===== src/rtl/knap_eval_seq.sv =====
// knap_eval_seq: sequential knapsack candidate evaluator.
// Item tables and limits are writable at runtime; each candidate mask is
// accumulated one item per cycle with saturating totals, and the best
// feasible candidate since reset or clear is tracked.
//
//   state | meaning
//   IDLE  | ready for a candidate, config writes accepted
//   EVAL  | stepping through items 0..N_ITEMS-1, then one cycle to register results
//   DONE  | result held on res_* until consumed
module knap_eval_seq #(
  parameter int N_ITEMS = 5,
  parameter int VW      = 10,
  parameter int SUM_W   = 16,
  localparam int AW     = (N_ITEMS > 1) ? $clog2(N_ITEMS) : 1,
  localparam int CW     = $clog2(N_ITEMS + 1)
) (
  input  logic               clk,
  input  logic               rst_n,
  input  logic               cfg_we,
  input  logic [1:0]         cfg_sel,
  input  logic [AW-1:0]      cfg_addr,
  input  logic [SUM_W-1:0]   cfg_data,
  input  logic               cand_valid,
  output logic               cand_ready,
  input  logic [N_ITEMS-1:0] cand_mask,
  output logic               res_valid,
  input  logic               res_ready,
  output logic [SUM_W-1:0]   res_value,
  output logic [SUM_W-1:0]   res_weight,
  output logic               res_ok,
  input  logic               clear_best,
  output logic               best_found,
  output logic [SUM_W-1:0]   best_value,
  output logic [N_ITEMS-1:0] best_mask
);

  typedef enum logic [1:0] {IDLE, EVAL, DONE} state_t;

  state_t             state, state_nxt;
  logic [VW-1:0]      value_tab  [N_ITEMS];
  logic [VW-1:0]      weight_tab [N_ITEMS];
  logic [SUM_W-1:0]   min_value, max_weight;
  logic [N_ITEMS-1:0] mask_q;
  logic [CW-1:0]      idx;
  logic [SUM_W-1:0]   value_acc, weight_acc;
  logic [VW-1:0]      cur_val, cur_wt;
  logic               cur_sel;
  logic               last_step, ok_now, best_upd, accept;

  if (SUM_W > VW) begin : g_unused_hi
    logic unused_cfg_hi;
    assign unused_cfg_hi = ^cfg_data[SUM_W-1:VW];
  end

  function automatic logic [SUM_W-1:0] sat_add(input logic [SUM_W-1:0] a,
                                                input logic [SUM_W-1:0] b);
    logic [SUM_W:0] s;
    s = {1'b0, a} + {1'b0, b};
    return s[SUM_W] ? {SUM_W{1'b1}} : s[SUM_W-1:0];
  endfunction

  assign accept    = (state == IDLE) && cand_valid;
  assign last_step = (idx == CW'(N_ITEMS));
  assign ok_now    = (value_acc >= min_value) && (weight_acc <= max_weight);
  assign best_upd  = (state == EVAL) && last_step && ok_now &&
                     (!best_found || (value_acc > best_value));

  // Select the table entries and mask bit for the item currently being processed.
  always_comb begin
    cur_val = '0;
    cur_wt  = '0;
    cur_sel = 1'b0;
    for (int j = 0; j < N_ITEMS; j++) begin
      if (idx == CW'(j)) begin
        cur_val = value_tab[j];
        cur_wt  = weight_tab[j];
        cur_sel = mask_q[j];
      end
    end
  end

  // State register.
  always_ff @(posedge clk) begin
    if (!rst_n) state <= IDLE;
    else        state <= state_nxt;
  end

  // Next-state and handshake outputs.
  always_comb begin
    state_nxt  = state;
    cand_ready = 1'b0;
    res_valid  = 1'b0;
    case (state)
      IDLE: begin
        cand_ready = 1'b1;
        if (cand_valid) state_nxt = EVAL;
      end
      EVAL: begin
        if (last_step) state_nxt = DONE;
      end
      DONE: begin
        res_valid = 1'b1;
        if (res_ready) state_nxt = IDLE;
      end
      default: state_nxt = IDLE;
    endcase
  end

  // Config register file; writes land only while idle.
  always_ff @(posedge clk) begin
    if (!rst_n) begin
      for (int j = 0; j < N_ITEMS; j++) begin
        value_tab[j]  <= '0;
        weight_tab[j] <= '0;
      end
      min_value  <= '0;
      max_weight <= '0;
    end else if (cfg_we && (state == IDLE)) begin
      case (cfg_sel)
        2'd0: for (int j = 0; j < N_ITEMS; j++)
                if (cfg_addr == AW'(j)) value_tab[j] <= cfg_data[VW-1:0];
        2'd1: for (int j = 0; j < N_ITEMS; j++)
                if (cfg_addr == AW'(j)) weight_tab[j] <= cfg_data[VW-1:0];
        2'd2: min_value  <= cfg_data;
        default: max_weight <= cfg_data;
      endcase
    end
  end

  // Accumulation datapath and registered results.
  always_ff @(posedge clk) begin
    if (!rst_n) begin
      mask_q     <= '0;
      idx        <= '0;
      value_acc  <= '0;
      weight_acc <= '0;
      res_value  <= '0;
      res_weight <= '0;
      res_ok     <= 1'b1;
    end else begin
      if (accept) begin
        mask_q     <= cand_mask;
        idx        <= '0;
        value_acc  <= '0;
        weight_acc <= '0;
      end else if (state == EVAL) begin
        if (!last_step) begin
          if (cur_sel) begin
            value_acc  <= sat_add(value_acc, SUM_W'(cur_val));
            weight_acc <= sat_add(weight_acc, SUM_W'(cur_wt));
          end
          idx <= idx + 1'b1;
        end else begin
          res_value  <= value_acc;
          res_weight <= weight_acc;
          res_ok     <= ok_now;
        end
      end
    end
  end

  // Best-candidate tracker; clear has priority over an update.
  always_ff @(posedge clk) begin
    if (!rst_n || clear_best) begin
      best_found <= 1'b0;
      best_value <= '0;
      best_mask  <= '0;
    end else if (best_upd) begin
      best_found <= 1'b1;
      best_value <= value_acc;
      best_mask  <= mask_q;
    end
  end

endmodule


===== config.mk =====
export PLATFORM = sky130hd
export DESIGN_NAME = knap_eval_seq
export DESIGN_NICKNAME = d
export VERILOG_FILES = /design/src/rtl/knap_eval_seq.sv
export SDC_FILE = /design/constraint.sdc
export NUM_CORES = 1
export LEC_CHECK = 0
export BUFFER_PORTS_ARGS = -buffer_cell sky130_fd_sc_hd__buf_2
export CAP_MARGIN = 20
export CORE_ASPECT_RATIO = 1.75
export CORE_MARGIN = 2
export CORE_UTILIZATION = 60
export DETAILED_ROUTE_END_ITERATION = 7
export PLACE_DENSITY = 0.8
export SYNTH_ARGS = -nofsm -noshare
export SYNTH_HDL_FRONTEND = slang
export SYNTH_SLANG_ARGS = --single-unit

===== constraint.sdc =====
create_clock -name clk -period 4.4 [get_ports clk]
set_input_delay 0.22 -clock clk [delete_from_list [all_inputs] [get_ports clk]]
set_output_delay 0.22 -clock clk [all_outputs]
set_load 0.005 [all_outputs]

# == Yosys cells after proc, flatten, opt, wreduce, memory -nomap -nowiden ==
# Memory sizes are Yosys's and may differ from the RTL's.
# Index checks and enable logic that the tools add are counted.
# totals
reg_bits,129
ramBits,100
inputBits,32
elab_cells,152
memories,2
# classes
add_sub_neg,3
magnitude_cmp,3
eq_ne,16
mux,79
n_bitwise,14
reduce_logical,22
# mem_list
memory,words,word_bits,rd,rd_clocked_by_memory_dff,wr,line,text
value_tab,5,10,5,0,5,40,logic [VW-1:0] value_tab [N_ITEMS];
weight_tab,5,10,5,0,5,41,logic [VW-1:0] weight_tab [N_ITEMS];
# op_table
cell,n
$mux 10,20
$mux 1,53
$add 16x10->17,2
$mux 16,2
$ge 16x16->1,1
$gt 16x16->1,1
$le 16x16->1,1
$eq 3x2->1 const B,4
$or 1x1->1,10
$eq 3x3->1 const B,3
$reduce_and 3->1,3
$eq 3x1->1 const B,2
$logic_and 1x1->1,6
$logic_not 3->1,2
$mux 2,3
$ne 2x2->1 const B,3
$pmux 2 s3,1
$reduce_and 2->1,3
$eq 2x1->1 const B,2
$eq 2x2->1 const B,2
$logic_not 2->1,2
$not 1->1,4
$add 3x1->3 const B,1
$reduce_or 3->1,1
other kinds (3),5

# == Longest topological paths before layout ==
# Gate-level depths: netlist of run 1.
# depth
depth_word,8
depth_mapped,19
ltp_nobuf,17

# == Worst setup path after synthesis of run 1 ==
# Ideal clock, no wire load.
# synth_timing
kind,register to register
startpoint,register idx[0]
endpoint,register weight_acc[12]
setup_time_ps,91
arrival_ps,3379
required_time_ps,4309
setup_slack_ps,930
path_stages_with_launch,18
path_buffers,3
period_less_slack_ps,3470
path_cell_list,dfxtp_1 > ha_1 > ha_1 > clkbuf_1 > clkbuf_1 > clkbuf_1 > a21oi_1 > o21ai_0 > ha_1 > inv_1 > fa_1 > nor2b_2 > o31a_1 > o21ai_1 > o21ai_0 > and2_2 > a31oi_1 > a311oi_1
# synth_via
elab_chain_cells,8
word_cells_on_any_way,20
classes_between,add/sub: 1; eq/ne: 5; mux: 11; bitwise: 1; reduce/logical: 2
# synth_lines
element,line,text
from (decl),44,logic [CW-1:0] idx;
from (signal assigned),152,idx <= idx + 1'b1;
$logic_not 3->1,74,if (idx == CW'(j)) begin
$mux 10 (5 in series),74,
$add 16x10->17,58,"s = {1'b0, a} + {1'b0, b};"
$mux 16,59,return s[SUM_W] ? {SUM_W{1'b1}} : s[SUM_W-1:0];
to (signal assigned),150,"weight_acc <= sat_add(weight_acc, SUM_W'(cur_wt));"
to (decl),45,"logic [SUM_W-1:0] value_acc, weight_acc;"
# Parallel ways exist; a longest one is shown, timed or not.
# A chain may end at the register's enable or synchronous reset.

# == Final worst setup path of run 1 ==
# Same ends and word-level chain as after synthesis.

==> results of run 1 <==
## area by class of cell
| type | count | share of cell area |
|---|---|---|
| timing repair buffer | 121 | 0.0560 |
| sequential | 229 | 0.443 |
| inverter | 65 | 0.0193 |
| clock inverter | 14 | 0.0165 |
| multi-input combinational | 797 | 0.400 |
| clock buffer | 22 | 0.0419 |
| tap | 238 | 0.0236 |
## state kept, by name, indices dropped and copies added, names as in the netlist, 2 cells and up
name / cells
value_tab: 50
weight_tab: 50
best_value: 16
max_weight: 16
min_value: 16
res_value: 16
res_weight: 16
value_acc: 16
weight_acc: 16
best_mask: 5
mask_q: 5
idx: 3
state: 2
## cell families after synthesis
family | synth area share
and+or+nand+nor | 0.150
AOI/OAI and AO/OA | 0.201
DFF | 0.501
buffers and inverters | 0.0464
adders and majority gates | 0.0878
xor gates and xnor gates | 0.0134
muxes | 0.000898
## stage by stage
step | util | hold slack (ns) | power, W | setup slack [ns]
finish | 0.685 | 0.0238 | 0.00467 | 0.429
global route | 0.685 | 0.0301 | 0.00482 | 0.0614
CTS | 0.685 | 0.00801 | 0.00469 | 0.440
detailed placement | 0.642 | 0.455 | 0.00275 | 0.481
global placement | 0.641 | 0.449 | 0.00274 | 0.640
floorplan | - | 0.365 | 0.00263 | 0.930
## how the worst max path moves through the flow
stage / slack [ns] / from / cells past startpoint / end
2_1_floorplan: 0.93 / idx[0] / 17 / weight_acc[12]
3_3_place_gp: 0.64 / idx[1] / 18 / weight_acc[12]
3_5_place_dp: 0.48 / idx[2] / 15 / weight_acc[12]
4_1_cts: 0.44 / idx[0] / 17 / weight_acc[12]
5_1_grt: 0.06 / idx[0] / 14 / weight_acc[12]
6_report: 0.43 / idx[0] / 17 / weight_acc[12]
## timing repair
item                      in CTS  in global routing
hold endpoints to repair       7                  0
hold buffers                   6                  0
setup buffers                  0                  0
## critical path: cells and delay by family, from the launching register on
family,cells,cell delay [ns]
and+or+nand+nor,3,0.63
buffers and inverters,2,0.32
DFF,1,0.41
adders and majority gates,3,0.93
AOI/OAI and AO/OA,9,1.58
## cells in the mapped netlist (2+ instances only)
cell type / n
sky130_fd_sc_hd__o21a_1: 3
sky130_fd_sc_hd__buf_1: 2
sky130_fd_sc_hd__a31o_2: 2
sky130_fd_sc_hd__xor2_1: 9
sky130_fd_sc_hd__clkbuf_1: 41
sky130_fd_sc_hd__nand4_1: 17
sky130_fd_sc_hd__nand3b_1: 2
sky130_fd_sc_hd__a311oi_1: 2
sky130_fd_sc_hd__a21oi_1: 72
sky130_fd_sc_hd__dfxtp_1: 129
sky130_fd_sc_hd__and2_1: 24
sky130_fd_sc_hd__buf_2: 12
sky130_fd_sc_hd__nor2_1: 43
sky130_fd_sc_hd__buf_4: 2
sky130_fd_sc_hd__o21ai_0: 61
sky130_fd_sc_hd__a21o_1: 12
sky130_fd_sc_hd__a21boi_1: 20
sky130_fd_sc_hd__edfxtp_1: 100
sky130_fd_sc_hd__inv_1: 65
sky130_fd_sc_hd__o211ai_1: 4
sky130_fd_sc_hd__buf_6: 2
sky130_fd_sc_hd__nand2_1: 177
sky130_fd_sc_hd__o21ai_1: 24
sky130_fd_sc_hd__a31oi_1: 7
sky130_fd_sc_hd__nand3_1: 46
sky130_fd_sc_hd__a21boi_0: 72
sky130_fd_sc_hd__a22oi_1: 20
sky130_fd_sc_hd__and3_1: 8
sky130_fd_sc_hd__fa_1: 2
sky130_fd_sc_hd__xnor2_1: 8
sky130_fd_sc_hd__a211o_1: 2
sky130_fd_sc_hd__or3_1: 2
sky130_fd_sc_hd__nor3_1: 9
sky130_fd_sc_hd__ha_1: 75
sky130_fd_sc_hd__a21boi_2: 2
sky130_fd_sc_hd__a211oi_1: 25
sky130_fd_sc_hd__or2_2: 2
sky130_fd_sc_hd__or3b_2: 2
sky130_fd_sc_hd__nor2b_1: 14
## per-layer routing
layer,global-route usage,vias up,share of wire
li1,-,4264,-
met1,0.295,4121,0.37
met2,0.502,321,0.52
met3,0.0389,107,0.056
met4,0.144,0,0.056
met5,0,-,0
## power by group
| group | internal, W | leakage, nW | total, W | switching (W) |
|---|---|---|---|---|
| clock | 0.00117 | 0.351 | 0.00196 | 0.000787 |
| combinational | 0.000166 | 2.47 | 0.000415 | 0.000249 |
| sequential | 0.00227 | 2.08 | 0.00230 | 0.0000319 |
==> reports/qor.txt, run 1 <==
Result of the run: complete, no violations
Cell area after technology mapping: 11100 µm²
Max-Cap Viols: 0
Rows: 66
Number of nets produced by synthesis: 1260
Series of cell instances along the critical path: ha_1 > nor2b_1 > buf_4 > a22oi_1 > a211oi_1 > a21oi_1 > o21ai_0 > ha_1 > inv_1 > fa_1 > nor2b_2 > o31a_1 > o21ai_1 > o21ai_0 > and2_2 > a31oi_1 > a311oi_1
Quantity of I/O buffers inserted on ports: 88
Fin. max-slew vios: 0
Cells after Synth: 1151
Endpoint class of the critical path: flip-flop
Final period demand of the worst path: 3.97 ns
Number of filler cells placed in the layout: 1391
Data arrival at the endpoint of the critical path: 4.37 ns
Routability congestion estimate: 0.878
Tightest Pin Transition: 0.991 ns
Horizontal extent of the die: 107 µm
Number of hold violations in the final report: 0
Via count of the first global-routing pass: 8635
DRT iter0 DRCs: 535
Overall via count from detail_route: 8813
Layout cells sized above 1: 0.135
Longest individual stage delay on the worst path: 0.41 ns
Worst-Skew Late Latency: 0.50 ns
Worst IR Drop VDD: 0.000330 V
Final critical-path share of the clock period: 0.903
Sum of net half-perimeters after detailed placement: 19.2 mm
Reg-to-reg critical path startpoint: idx[0]
Cell types occupying the most area after synthesis: sky130_fd_sc_hd__edfxtp_1 (27%), sky130_fd_sc_hd__dfxtp_1 (23%), sky130_fd_sc_hd__ha_1 (8.4%)
Max Clock Freq: 252 MHz
Htree depth: 1
Setup slack on the worst flop-to-flop path: 0.43 ns
Total area of sequential cells: 5590 µm²
Area of combinational cells with multiple inputs: 5050 µm²
Global route overflow: 0
Synthesized area divided by synthesized cell count: 9.69 µm²
Syn-to-layout area delta: 13.2%
Share of the synthesized area in the top cell type: 0.269
Count of placed standard cells in the final layout, fillers left out: 1486
Number of nets with antenna violations after routing: 0
Maximum number of pins on one net before global-route repair: 63
Top Ports: 89
Starting density of the core: 0.605
First-pass DRT Iterations: 5
Portion of the post-synthesis area used by sequential elements: 0.501
Total track usage: 0.272
Post-detailed-route via-to-cell ratio: 5.93
Setup TNS: 0 ns
Reg2Reg Capture Point: weight_acc[12]
Area enclosed by the die boundary: 19700 µm²
Largest fanout on the critical path: 20
Post-synth EDFFs: 100
Slowest cell on the critical path: sky130_fd_sc_hd__dfxtp_1
Post-route standard cell area excluding fillers: 12600 µm²
Most common cell after layout, fill and taps aside: sky130_fd_sc_hd__nand2_1
Post-synthesis cell type with the largest combined area: sky130_fd_sc_hd__edfxtp_1
Post-CTS clock slew at the launch and capture registers of the worst setup and hold paths: 0.07 ns
Kind of critical path: flip-flop to flip-flop
Maximum clock path buffer count: 3
Nature of the critical path startpoint: flip-flop
TritonCTS sink count: 229
Required time of the critical path: 4.80 ns
Power Dens Cells: 370 nW/µm²
Number of antenna violations at the first check in global routing: 0
Die Y: 184 µm
Num CTS Buffers: 20
Leakage dissipation: 4.90 nW
Area after DPL: 11800 µm²
Area of the core: 18400 µm²
Min-Delay Startpoint: cfg_data[10]
Leading cell types in the layout, fill and taps excluded: sky130_fd_sc_hd__nand2_1 (177), sky130_fd_sc_hd__dfxtp_1 (129), sky130_fd_sc_hd__edfxtp_1 (100)
Cts repair resizes: 0
Hold crit path type: input pin to flip-flop
Cells on worst reg2reg path: 17
Predominant post-synthesis flop cell: sky130_fd_sc_hd__dfxtp_1
Number of unique standard cell types used by synthesis: 69
Final wirelength: 26.8 mm
Number of nets in the final layout: 1343
# DRC: 0
Number of warnings printed during yosys synthesis: 0
Share of synthesized registers carrying an async set or reset: 0
Global-route wire length before repair: 42.5 mm
Hold Path End: min_value[10]
Antenna diode count: 0
Worst Clk Skew: 0.0165 ns
Worst Hold Path Cells: 3
Cell chosen for the clock root: sky130_fd_sc_hd__clkbuf_16
Clock tree from TritonCTS: built
Flip-flop and latch count after synthesis: 229
WL/cell: 18.1 µm
Final setup violating endpoints: 0
Slew headroom: 0.340
Placed cell count: 1443
Setup repair after global routing missed its margin: no
Note: power is estimated with default switching activity, not from simulation.
==> run 2: changes to the inputs <==
==> constraint.sdc (replaced) <==
create_clock -name clk -period 4.4 [get_ports clk]
set_input_delay 0.88 -clock clk [delete_from_list [all_inputs] [get_ports clk]]
set_output_delay 0.88 -clock clk [all_outputs]
set_load 0.005 [all_outputs]
==> reports/qor.txt, run 2 (synthesized netlist as in run 1, its figures left out) <==
Result of the run: complete, no violations
Starting density of the core: 0.605
Final critical-path share of the clock period: 0.908
Clock tree from TritonCTS: built
Final setup violating endpoints: 0
Post-detailed-route via-to-cell ratio: 5.94
Setup repair after global routing missed its margin: no
Number of nets with antenna violations after routing: 0
Slew headroom: 0.327
Hold buffer count at cts: 0
Top Ports: 89
Required time of the critical path: 4.80 ns
Worst-Skew Late Latency: 0.51 ns
Setup slack at placement: 0.481 ns
Endpoint class of the critical path: flip-flop
Min-Delay Startpoint: res_weight[8]
Max-Cap Viols: 0
Die Y: 184 µm
Num CTS Buffers: 20
Maximum clock path buffer count: 3
Quantity of I/O buffers inserted on ports: 88
Global route overflow: 0
Post-route standard cell area excluding fillers: 12600 µm²
Final period demand of the worst path: 4.00 ns
DRT iter0 DRCs: 558
Hold Path End: res_weight[8]
Nature of the critical path startpoint: flip-flop
Cell chosen for the clock root: sky130_fd_sc_hd__clkbuf_16
Number of nets in the final layout: 1337
Reg-to-reg critical path startpoint: idx[0]
Leading cell types in the layout, fill and taps excluded: sky130_fd_sc_hd__nand2_1 (177), sky130_fd_sc_hd__dfxtp_1 (129), sky130_fd_sc_hd__edfxtp_1 (100)
Cells on worst reg2reg path: 17
Sum of net half-perimeters after detailed placement: 19.2 mm
Registers with the most flip-flops: value_tab x50, weight_tab x50
First-pass DRT Iterations: 5
Via count of the first global-routing pass: 8564
Reg2Reg Capture Point: weight_acc[12]
Leakage dissipation: 4.88 nW
Setup TNS: 0 ns
Rows: 66
Number of hold violations in the final report: 0
Least setup slack across all paths after layout: 0.404 ns
Area after DPL: 11800 µm²
Horizontal extent of the die: 107 µm
Largest fanout on the critical path: 20
Most common cell after layout, fill and taps aside: sky130_fd_sc_hd__nand2_1
Cts repair resizes: 0
Tightest Pin Transition: 1.01 ns
Antenna diode count: 0
Htree depth: 1
Max Clock Freq: 250 MHz
Number of setup buffers added after CTS: 0
WL/cell: 18.1 µm
Worst IR Drop VDD: 0.000333 V
Power Dens Cells: 372 nW/µm²
Start point of the critical path: idx[0]
Global-route wire length before repair: 42.4 mm
TritonCTS sink count: 229
Kind of critical path: flip-flop to flip-flop
Worst Hold Path Cells: 2
Post-CTS clock slew at the launch and capture registers of the worst setup and hold paths: 0.07 ns
Number of antenna violations at the first check in global routing: 0
Total track usage: 0.271
Final wirelength: 26.8 mm
Area enclosed by the die boundary: 19700 µm²
Hold crit path type: flip-flop to flip-flop
Data arrival at the endpoint of the critical path: 4.39 ns
Syn-to-layout area delta: 12.7%
Overall via count from detail_route: 8795
Fin. max-slew vios: 0
Layout cells sized above 1: 0.136
Worst Clk Skew: 0.0181 ns
# DRC: 0
Area of the core: 18400 µm²
Setup slack on the worst flop-to-flop path: 0.40 ns
Maximum number of pins on one net before global-route repair: 63
Routability congestion estimate: 0.878
[run 2: critical path, cell delays in order, from the launching register on]
cell,delay [ns]
sky130_fd_sc_hd__dfxtp_1,0.41
sky130_fd_sc_hd__ha_1,0.32
sky130_fd_sc_hd__nor2b_1,0.21
sky130_fd_sc_hd__buf_4,0.27
sky130_fd_sc_hd__a22oi_1,0.10
sky130_fd_sc_hd__a211oi_1,0.24
sky130_fd_sc_hd__a21oi_1,0.06
sky130_fd_sc_hd__o21ai_0,0.20
sky130_fd_sc_hd__ha_1,0.20
sky130_fd_sc_hd__inv_1,0.06
sky130_fd_sc_hd__fa_1,0.41
sky130_fd_sc_hd__nor2b_2,0.16
sky130_fd_sc_hd__o31a_1,0.18
sky130_fd_sc_hd__o21ai_1,0.09
sky130_fd_sc_hd__o21ai_0,0.37
sky130_fd_sc_hd__and2_2,0.27
sky130_fd_sc_hd__a31oi_1,0.11
sky130_fd_sc_hd__a311oi_1,0.24
[run 2: worst max-delay path by stage]
stage | endpoint | slack [ns] | cells after the start
6_report | weight_acc[12] | 0.40 | 17
5_1_grt | weight_acc[12] | 0.06 | 14
2_1_floorplan | weight_acc[12] | 0.93 | 17
3_3_place_gp | weight_acc[12] | 0.64 | 18
4_1_cts | weight_acc[12] | 0.44 | 17
3_5_place_dp | weight_acc[12] | 0.48 | 15
[run 2: area by class of cell]
cell class / instances / area [µm²]
Fill cell: 1404 / 5850
Clock inverter: 14 / 208
Inverter: 65 / 244
Clock buffer: 22 / 529
Timing Repair Buffer: 115 / 651
Multi-Input combinational cell: 797 / 5050
Tap cell: 238 / 298
Sequential cell: 229 / 5590
[run 2: routing by layer]
| metal | up-vias | part of all wire | global-route usage |
|---|---|---|---|
| met4 | 0 | 0.052 | 0.139 |
| met3 | 93 | 0.058 | 0.0368 |
| li1 | 4255 | - | - |
| met2 | 297 | 0.52 | 0.500 |
| met1 | 4150 | 0.37 | 0.297 |
| met5 | - | 0 | 0 |
[run 2: power breakdown]
part           internal, W  switching (W)
sequential         0.00227      0.0000320
clock              0.00117       0.000790
combinational     0.000163       0.000248
[run 2: metrics by stage]
stage,util,hold WS (ns),cells,total power [W]
2_1_floorplan,-,0.443,1151,0.00263
3_3_place_gp,0.641,0.449,1442,0.00274
3_5_place_dp,0.642,0.455,1443,0.00275
4_1_cts,0.682,0.464,1479,0.00469
5_1_grt,0.682,0.484,1480,0.00482
6_report,0.682,0.462,1480,0.00467
==> run 3: changes to the inputs <==
--- a/config.mk
+++ b/config.mk
@@ -9,9 +9,10 @@
 export CAP_MARGIN = 20
 export CORE_ASPECT_RATIO = 1.75
 export CORE_MARGIN = 2
-export CORE_UTILIZATION = 60
+export CORE_UTILIZATION = 62
+export CTS_BUF_LIST = sky130_fd_sc_hd__clkbuf_4
 export DETAILED_ROUTE_END_ITERATION = 7
-export PLACE_DENSITY = 0.8
+export PLACE_DENSITY = 0.82
 export SYNTH_ARGS = -nofsm -noshare
 export SYNTH_HDL_FRONTEND = slang
 export SYNTH_SLANG_ARGS = --single-unit
==> reports/qor.txt, run 3 (synthesized netlist as in run 1, its figures left out) <==
Leakage dissipation: 4.90 nW
Number of filler cells placed in the layout: 1351
Registers with the most flip-flops: value_tab x50, weight_tab x50
Worst Hold Path Cells: 2
Kind of critical path: flip-flop to flip-flop
Final wirelength: 26.7 mm
Min-Delay Startpoint: res_weight[7]
Clock tree from TritonCTS: built
# DRC: 0
Number of antenna violations at the first check in global routing: 1
Final total power: 0.00426 W
Final critical-path share of the clock period: 0.907
Post-CTS clock slew at the launch and capture registers of the worst setup and hold paths: 0.08 ns
Worst-Skew Late Latency: 0.65 ns
Final period demand of the worst path: 3.99 ns
Hold crit path type: flip-flop to flip-flop
Total area of sequential cells: 5590 µm²
DRT iter0 DRCs: 600
Area after DPL: 11800 µm²
Result of the run: complete, no violations
Setup repair after global routing missed its margin: no
Nature of the critical path startpoint: flip-flop
Setup slack at placement: 0.433 ns
Hold buffer count at cts: 0
Worst IR Drop VDD: 0.000196 V
Htree depth: 2
Total track usage: 0.281
Reg2Reg Capture Point: weight_acc[12]
Global-route wire length before repair: 43.1 mm
Global route overflow: 0
Number of nets with antenna violations after routing: 0
First-pass DRT Iterations: 5
Syn-to-layout area delta: 11.4%
Rows: 64
Max-Cap Viols: 0
Series of cell instances along the critical path: ha_1 > nor2b_1 > buf_4 > a22oi_1 > a211oi_1 > a21oi_1 > o21ai_0 > ha_1 > inv_1 > fa_1 > nor2b_2 > o31a_1 > o21ai_1 > o21ai_0 > and2_2 > a31oi_1 > a311oi_1
Setup TNS: 0 ns
Maximum clock path buffer count: 3
Sum of net half-perimeters after detailed placement: 19.0 mm
Most common cell after layout, fill and taps aside: sky130_fd_sc_hd__nand2_1
TritonCTS sink count: 229
Final setup violating endpoints: 0
Data arrival at the endpoint of the critical path: 4.53 ns
Number of hold violations in the final report: 0
Area of the core: 17500 µm²
Via count of the first global-routing pass: 8844
Setup slack on the worst flop-to-flop path: 0.41 ns
Max Clock Freq: 250 MHz
Layout cells sized above 1: 0.167
Die Y: 181 µm
Area of combinational cells with multiple inputs: 5060 µm²
WL/cell: 17.6 µm
Slowest cell on the critical path: sky130_fd_sc_hd__dfxtp_1
Area enclosed by the die boundary: 19100 µm²
Endpoint class of the critical path: flip-flop
Top Ports: 89
Post-detailed-route via-to-cell ratio: 5.88
Reg-to-reg critical path startpoint: idx[0]
Overall via count from detail_route: 8942
Tightest Pin Transition: 0.910 ns
Routability congestion estimate: 0.935
Post-route standard cell area excluding fillers: 12400 µm²
Number of nets in the final layout: 1369
Largest fanout on the critical path: 20
Least setup slack across all paths after layout: 0.408 ns
Horizontal extent of the die: 105 µm
Cells on worst reg2reg path: 17
Hold Path End: res_weight[7]
Required time of the critical path: 4.94 ns
Leading cell types in the layout, fill and taps excluded: sky130_fd_sc_hd__nand2_1 (177), sky130_fd_sc_hd__dfxtp_1 (129), sky130_fd_sc_hd__edfxtp_1 (100)
Cell chosen for the clock root: sky130_fd_sc_hd__clkbuf_4
Crit path buffers/inverters: 2
Quantity of I/O buffers inserted on ports: 88
Worst Clk Skew: 0.0407 ns
Slew headroom: 0.393
Family with the most delay on the worst path: compound AO/OA/AOI/OAI gates
Power Dens Cells: 342 nW/µm²
Starting density of the core: 0.636
Longest individual stage delay on the worst path: 0.42 ns
Num CTS Buffers: 51
Maximum number of pins on one net before global-route repair: 60
Fin. max-slew vios: 0
==> run 3: metrics by stage <==
stage / util / hold WS (ns) / instances
final: 0.708 / 0.460 / 1522
after detailed placement: 0.673 / 0.455 / 1436
after global placement: 0.673 / 0.445 / 1436
after floorplan: - / 0.443 / 1151
after CTS: 0.707 / 0.463 / 1519
after global routing: 0.708 / 0.484 / 1522
==> run 3: tightest hold or removal path, cell delays in order (launching register included) <==
cell	delay (ns)
sky130_fd_sc_hd__dfxtp_1	0.30
sky130_fd_sc_hd__nand2_1	0.04
sky130_fd_sc_hd__a21boi_0	0.06
==> run 3: report_power, final <==
part	internal (W)	leakage (nW)	switching [W]	total (W)
Combinational	0.000164	2.45	0.000251	0.000415
Clock	0.000771	0.365	0.000770	0.00154
Sequential	0.00227	2.08	0.0000307	0.00230
==> run 3: area by class of cell <==
type | instances | area share
clock buffer | 75 | 0.0453
clock inverter | 8 | 0.00262
antenna | 1 | 0.000201
multi-input combinational | 797 | 0.407
timing repair buffer | 116 | 0.0524
inverter | 65 | 0.0196
tap | 231 | 0.0233
sequential | 229 | 0.450
==> run 3: timing repair <==
action	in CTS	in global routing
setup endpoints to repair	0	1
hold endpoints to repair	0	0
gates resized for setup	0	1
setup buffers	0	0
==> run 3: worst max-delay path by stage <==
stage / to / start / depth (start not counted)
after detailed placement: weight_acc[12] / idx[1] / 17
after CTS: value_acc[5] / idx[1] / 16
after global routing: weight_acc[12] / idx[0] / 17
after floorplan: weight_acc[12] / idx[0] / 17
after global placement: weight_acc[12] / idx[1] / 17
final: weight_acc[12] / idx[0] / 17
==> run 3: layer usage <==
layer	vias to the layer above	track usage	part of all wire
met5	-	0	0
met4	0	0.131	0.038
met3	75	0.0363	0.053
met2	301	0.519	0.52
met1	4228	0.317	0.39
li1	4338	-	-
